`config.mk`:
```
export PLATFORM = sky130hd
export DESIGN_NAME = mantissa_multiply_normalize
export DESIGN_NICKNAME = d
export VERILOG_FILES = /design/src/rtl/fpu_mul_pkg.sv /design/src/rtl/mant_shift_add_core.sv /design/src/rtl/mantissa_multiply_normalize.sv
export SDC_FILE = /design/constraint.sdc
export NUM_CORES = 1
export LEC_CHECK = 0
export BUFFER_PORTS_ARGS = -buffer_cell sky130_fd_sc_hd__buf_2
export CORE_MARGIN = 3
export CORE_UTILIZATION = 45
export CTS_BUF_LIST = sky130_fd_sc_hd__clkbuf_2 sky130_fd_sc_hd__clkbuf_4 sky130_fd_sc_hd__clkbuf_8
export CTS_CLUSTER_SIZE = 28
export DETAILED_ROUTE_END_ITERATION = 8
export GPL_ROUTABILITY_DRIVEN = 0
export PLACE_DENSITY = 0.71
export SETUP_SLACK_MARGIN = 0.15
export SLEW_MARGIN = 20
export SYNTH_ARGS = -nofsm -noshare
export SYNTH_HDL_FRONTEND = slang
export SYNTH_SLANG_ARGS = --single-unit
```
`constraint.sdc`:
```
create_clock -name CLK -period 4.9 [get_ports CLK]
set_input_delay 0.735 -clock CLK [delete_from_list [all_inputs] [get_ports CLK]]
set_output_delay 0.735 -clock CLK [all_outputs]
set_load 0.02 [all_outputs]
```
`src/rtl/fpu_mul_pkg.sv`:
```
// Shared widths, FSM encoding and exponent limits for the FP32 multiplier
// mantissa/normalization datapath.
package fpu_mul_pkg;
  localparam int MW           = 24;
  localparam int PW           = 48;
  localparam int EW           = 10;
  localparam int EXP_MIN_NORM = 1;

  typedef enum logic [1:0] {
    IDLE,
    MULT,
    NORM,
    DONE
  } state_t;
endpackage

```
`src/rtl/mant_shift_add_core.sv`:
```
// Iterative radix-2^RADIX_BITS shift-add multiplier: accumulator, multiplier
// shift register and iteration counter.
module mant_shift_add_core #(
  parameter int RADIX_BITS = 2,
  parameter int MW         = 24,
  parameter int PW         = 2 * MW
) (
  input  logic          CLK,
  input  logic          RST,
  input  logic          load,
  input  logic          step,
  input  logic [MW-1:0] mcand,
  input  logic [MW-1:0] mplier,
  output logic          last,
  output logic [PW-1:0] acc_sum
);
  localparam int STEPS = MW / RADIX_BITS;
  localparam int CW    = $clog2(STEPS);

  logic [PW-1:0] acc_reg;
  logic [PW-1:0] mcand_reg;
  logic [MW-1:0] mplier_reg;
  logic [CW-1:0] cnt_reg;
  logic [PW-1:0] pp [RADIX_BITS];
  logic [PW-1:0] partial;

  // The multiplicand is pre-shifted by RADIX_BITS each step, so the digit
  // weight never needs a variable shifter.
  generate
    for (genvar gi = 0; gi < RADIX_BITS; gi++) begin : g_pp
      assign pp[gi] = mplier_reg[gi] ? (mcand_reg << gi) : '0;
    end
  endgenerate

  always_comb begin
    partial = '0;
    for (int i = 0; i < RADIX_BITS; i++) begin
      partial = partial + pp[i];
    end
  end

  assign acc_sum = acc_reg + partial;
  assign last    = (cnt_reg == CW'(STEPS - 1));

  always_ff @(posedge CLK or negedge RST) begin
    if (!RST) begin
      acc_reg    <= '0;
      mcand_reg  <= '0;
      mplier_reg <= '0;
      cnt_reg    <= '0;
    end else if (load) begin
      acc_reg    <= '0;
      mcand_reg  <= PW'(mcand);
      mplier_reg <= mplier;
      cnt_reg    <= '0;
    end else if (step) begin
      acc_reg    <= acc_sum;
      mcand_reg  <= mcand_reg << RADIX_BITS;
      mplier_reg <= mplier_reg >> RADIX_BITS;
      cnt_reg    <= last ? '0 : cnt_reg + 1'b1;
    end
  end
endmodule

```
`src/rtl/mantissa_multiply_normalize.sv`:
```
// Mantissa product and leading-one normalization for the FP32 multiplier;
// the first post-multiply cycle evaluates zero / already-normalized / shift.
module mantissa_multiply_normalize #(
  parameter int RADIX_BITS = 2,
  parameter int MW         = fpu_mul_pkg::MW,
  parameter int EW         = fpu_mul_pkg::EW
) (
  input  logic            CLK,
  input  logic            RST,
  input  logic            start,
  input  logic            Sx_in,
  input  logic            Sy_in,
  input  logic [MW-1:0]   Mx_conc,
  input  logic [MW-1:0]   My_conc,
  input  logic [EW-1:0]   Ez_add,
  output logic            ready,
  output logic            done,
  output logic            Sz,
  output logic [2*MW-1:0] Mz_norm,
  output logic [EW-1:0]   Ez_norm,
  output logic            zero
);
  import fpu_mul_pkg::state_t, fpu_mul_pkg::IDLE, fpu_mul_pkg::MULT,
         fpu_mul_pkg::NORM, fpu_mul_pkg::DONE, fpu_mul_pkg::EXP_MIN_NORM;

  localparam int PW = 2 * MW;

  state_t          state_reg, state_next;
  logic [PW-1:0]   p_reg, p_next;
  logic [EW-1:0]   exp_reg, exp_next;
  logic            sign_reg, sign_next;
  logic            sz_reg, sz_next;
  logic [PW-1:0]   mz_reg, mz_next;
  logic [EW-1:0]   ez_reg, ez_next;
  logic            zero_reg, zero_next;
  logic            core_load, core_step, core_last;
  logic [PW-1:0]   acc_sum;
  logic            can_shift;

  mant_shift_add_core #(
    .RADIX_BITS(RADIX_BITS),
    .MW        (MW),
    .PW        (PW)
  ) u_core (
    .CLK    (CLK),
    .RST    (RST),
    .load   (core_load),
    .step   (core_step),
    .mcand  (Mx_conc),
    .mplier (My_conc),
    .last   (core_last),
    .acc_sum(acc_sum)
  );

  // Shifting stops at the smallest normal exponent; rounding takes the subnormal.
  assign can_shift = !p_reg[PW-1] && ($signed(exp_reg) > $signed(EW'(EXP_MIN_NORM)));

  always_comb begin
    state_next = state_reg;
    p_next     = p_reg;
    exp_next   = exp_reg;
    sign_next  = sign_reg;
    sz_next    = sz_reg;
    mz_next    = mz_reg;
    ez_next    = ez_reg;
    zero_next  = zero_reg;
    core_load  = 1'b0;
    core_step  = 1'b0;
    case (state_reg)
      IDLE: begin
        if (start) begin
          core_load  = 1'b1;
          sign_next  = Sx_in ^ Sy_in;
          exp_next   = Ez_add;
          state_next = MULT;
        end
      end
      MULT: begin
        core_step = 1'b1;
        if (core_last) begin
          p_next     = acc_sum;
          exp_next   = exp_reg + EW'(1);
          state_next = NORM;
        end
      end
      NORM: begin
        if (p_reg == '0) begin
          sz_next    = sign_reg;
          mz_next    = '0;
          ez_next    = '0;
          zero_next  = 1'b1;
          state_next = DONE;
        end else if (can_shift) begin
          p_next   = p_reg << 1;
          exp_next = exp_reg - EW'(1);
        end else begin
          sz_next    = sign_reg;
          mz_next    = p_reg;
          ez_next    = exp_reg;
          zero_next  = 1'b0;
          state_next = DONE;
        end
      end
      DONE: begin
        state_next = IDLE;
      end
      default: begin
        state_next = IDLE;
      end
    endcase
  end

  always_ff @(posedge CLK or negedge RST) begin
    if (!RST) begin
      state_reg <= IDLE;
      p_reg     <= '0;
      exp_reg   <= '0;
      sign_reg  <= 1'b0;
      sz_reg    <= 1'b0;
      mz_reg    <= '0;
      ez_reg    <= '0;
      zero_reg  <= 1'b0;
    end else begin
      state_reg <= state_next;
      p_reg     <= p_next;
      exp_reg   <= exp_next;
      sign_reg  <= sign_next;
      sz_reg    <= sz_next;
      mz_reg    <= mz_next;
      ez_reg    <= ez_next;
      zero_reg  <= zero_next;
    end
  end

  assign ready   = (state_reg == IDLE);
  assign done    = (state_reg == DONE);
  assign Sz      = sz_reg;
  assign Mz_norm = mz_reg;
  assign Ez_norm = ez_reg;
  assign zero    = zero_reg;
endmodule

```
==> reports/qor.yml <==
slew_violations: 0
synthTopCellsByCount: "257 x nand2_1, 245 x dfrtp_1, 155 x nor2_1"
core_mm2: 0.0329
postPlaceCellArea_mm2: 0.0162
cp.depth: 14
cts_buffers: 45
avgSynthCellArea_um2: 9.00
dieHeight_um: 190
fin_nets: 1958
ant_nets: 0
synth_edf_count: 0
yosysTopAreaCellShare_pct: 40.2
clk_pin_slew_ns: 0.06
synth.distinct_cells: 64
grt_overflow: 0
wl_per_cell_um: 16.6
synth-warning-count: 0
syn_area_mm2: 0.0152
crit_slowest_cell: "fa_1"
grt_pass1_wl_um: 62700
synth_cells: 1694
synthArstFlopShare_pct: 100
start_util_pct: 46.2
p_per_area_mw_per_mm2: 725
drtIter0Drc: 1209
hpwl_um: 26800
end_kind: "flop"
critPathRequiredTime_ns: 5.31
grtUsageMet2_pct: 30.7
area_growth_syn_to_layout_pct: 12.9
crit_path_start_kind: "flop"
max_stage_delay_ns: 0.56
crit_family: "compound AO/OA/AOI/OAI gates"
vias: 12600
worstMarginPinSlew_ns: 1.03
critPathMaxFanout: 47
grt_pass1_vias: 12100
fin_area_mm2: 0.0172
drive_gt1_share_pct: 13.2
nFillCells: 3019
maxCapViolCount: 0
hp-class: "primary input to asynchronous set/reset pin"
routed_wl_um: 37600
worstPathCellList: "buf_4, nand2_1, fa_1, inv_1, ha_1, a21oi_1, o21ai_1, nor3_1, a31oi_1, a31oi_1, o31ai_1, a211oi_1, a41oi_1, a21oi_1"
setup_viol: 0
hold_viol: 0
dr.pass1.iters: 6
ys_seq_area_share_pct: 40.2
grt.met1_usage_pct: 32.0
power_w: 0.0125
finish.utilization_pct: 52.2
synth-seq-cells: 245
grt.busiest_layer: "met1"
drc: 0
status: "complete, no violations"
yosys_most_used_dff: "dfrtp_1"
die_w_um: 190
root_buffer: "clkbuf_8"
reg2reg_depth: 14
ir_worst_vdd_uv: 387
max_slew_margin_pct: 31.3
fmax_mhz: 230
grt.total_usage_pct: 20.9
yosysMostFrequentCell: "nand2_1"
clockBufferDepth: 3
hold_buffers: 0
synth.area.top_cells: "dfrtp_1 40%, mux2i_1 8.2%, nand2_1 6.3%"
synth.net_count: 1865
rows: 66
p_leak_nw: 8.38
critical_path_buf_inv_count: 2
diodes: 0
cp_data_arrival_time_ns: 4.77
grt_max_degree: 107
rrSetupSlack_ns: 0.54
crit_type: "flop to flop"
die_area_mm2: 0.0361
setup_tns_ns: 0
clock_skew_ns: 0.0283
ios: 125
yosysTopAreaCell: "dfrtp_1"
htree_levels: 2
grt_setup_unrepaired: "false"
min_period_over_period_pct: 88.9
grtUsageMet3_pct: 3.41
cts_tree: "yes"
clk_latency_ns: 0.57
cts.sinks: 245
portBuffers: 124
antenna_found_initial: 0
period_minus_slack_ns: 4.36
viasPerCell: 5.57
path summary, 6_finish.rpt:
check	from	end
hold / removal	RST	Mz_norm[12]$_DFFE_PN0P_
max in group asynchronous	RST	u_core.mcand_reg[39]$_DFFE_PN0P_
min in group CLK	My_conc[11]	u_core.mplier_reg[11]$_DFFE_PN0P_
setup reg to reg	u_core.mplier_reg[1]$_DFFE_PN0P_	u_core.acc_reg[47]$_DFFE_PN0P_
setup / recovery	u_core.mplier_reg[1]$_DFFE_PN0P_	u_core.acc_reg[47]$_DFFE_PN0P_
hold reg to reg	sign_reg$_DFFE_PN0P_	sign_reg$_DFFE_PN0P_
logic make-up (layout without fill, tap and decap cells):
logic type / count (synthesis) / count (layout) / share of synthesized area [%]
adder cells (fa/ha/maj): 108 / 108 / 11.2
AND/OR/NAND/NOR: 528 / 528 / 14.7
flip-flops: 245 / 245 / 40.2
AO/OA/AOI/OAI: 392 / 392 / 16.6
buffers and inverters: 248 / 374 / 6.22
multiplexers: 128 / 128 / 8.46
XOR/XNOR: 45 / 45 / 2.59
power by group:
group | total (W) | leakage [nW] | switching [W] | internal (W)
combinational | 0.00666 | 4.79 | 0.00415 | 0.00251
sequential | 0.00373 | 3.07 | 0.000783 | 0.00295
clock | 0.00210 | 0.520 | 0.000868 | 0.00123
total | 0.0125 | 8.38 | 0.00580 | 0.00668
cells in the final DEF, fill, tap and decap left out, drive strengths merged, types with 59 or more instances in the layout:
cell / n
a21oi: 110
a22o: 59
buf: 141
clkbuf: 72
dfrtp: 245
ha: 60
inv: 153
mux2i: 125
nand2: 259
nor2: 155
o21ai: 104
per-stage QoR:
| stage | instances | setup slack (ns) | hold WS [ns] |
|---|---|---|---|
| finish | 2262 | 0.544 | 0.191 |
| global placement | 2182 | 0.582 | 0.459 |
| global route | 2262 | 0.179 | 0.243 |
| detailed placement | 2182 | 0.508 | 0.476 |
| CTS | 2262 | 0.484 | 0.207 |
| floorplan | 1694 | 0.979 | 0.439 |
routing by layer:
| metal | share of wire, % | vias to the layer above |
|---|---|---|
| met2 | 43 | 461 |
| met5 | 0 | - |
| met3 | 7.0 | 55 |
| li1 | - | 5982 |
| met4 | 2.0 | 0 |
| met1 | 48 | 6095 |
repair_timing:
action	4_1_cts	5_1_grt
hold endpoints to repair	0	0
endpoints found under the setup margin	0	2
buffers inserted	0	0
gates resized for setup	0	1
area by class of cell:
cell class                      instances  area [µm²]  share of cell area, %
Multi-Input combinational cell       1201        8200                   47.6
Sequential cell                       245        6130                   35.6
Clock buffer                           72         910                   5.28
Timing Repair Buffer                  141         771                   4.48
Inverter                              153         574                   3.34
Tap cell                              442         553                   3.21
Clock inverter                          8        76.3                  0.443
Note: power is estimated with default switching activity, not from simulation.
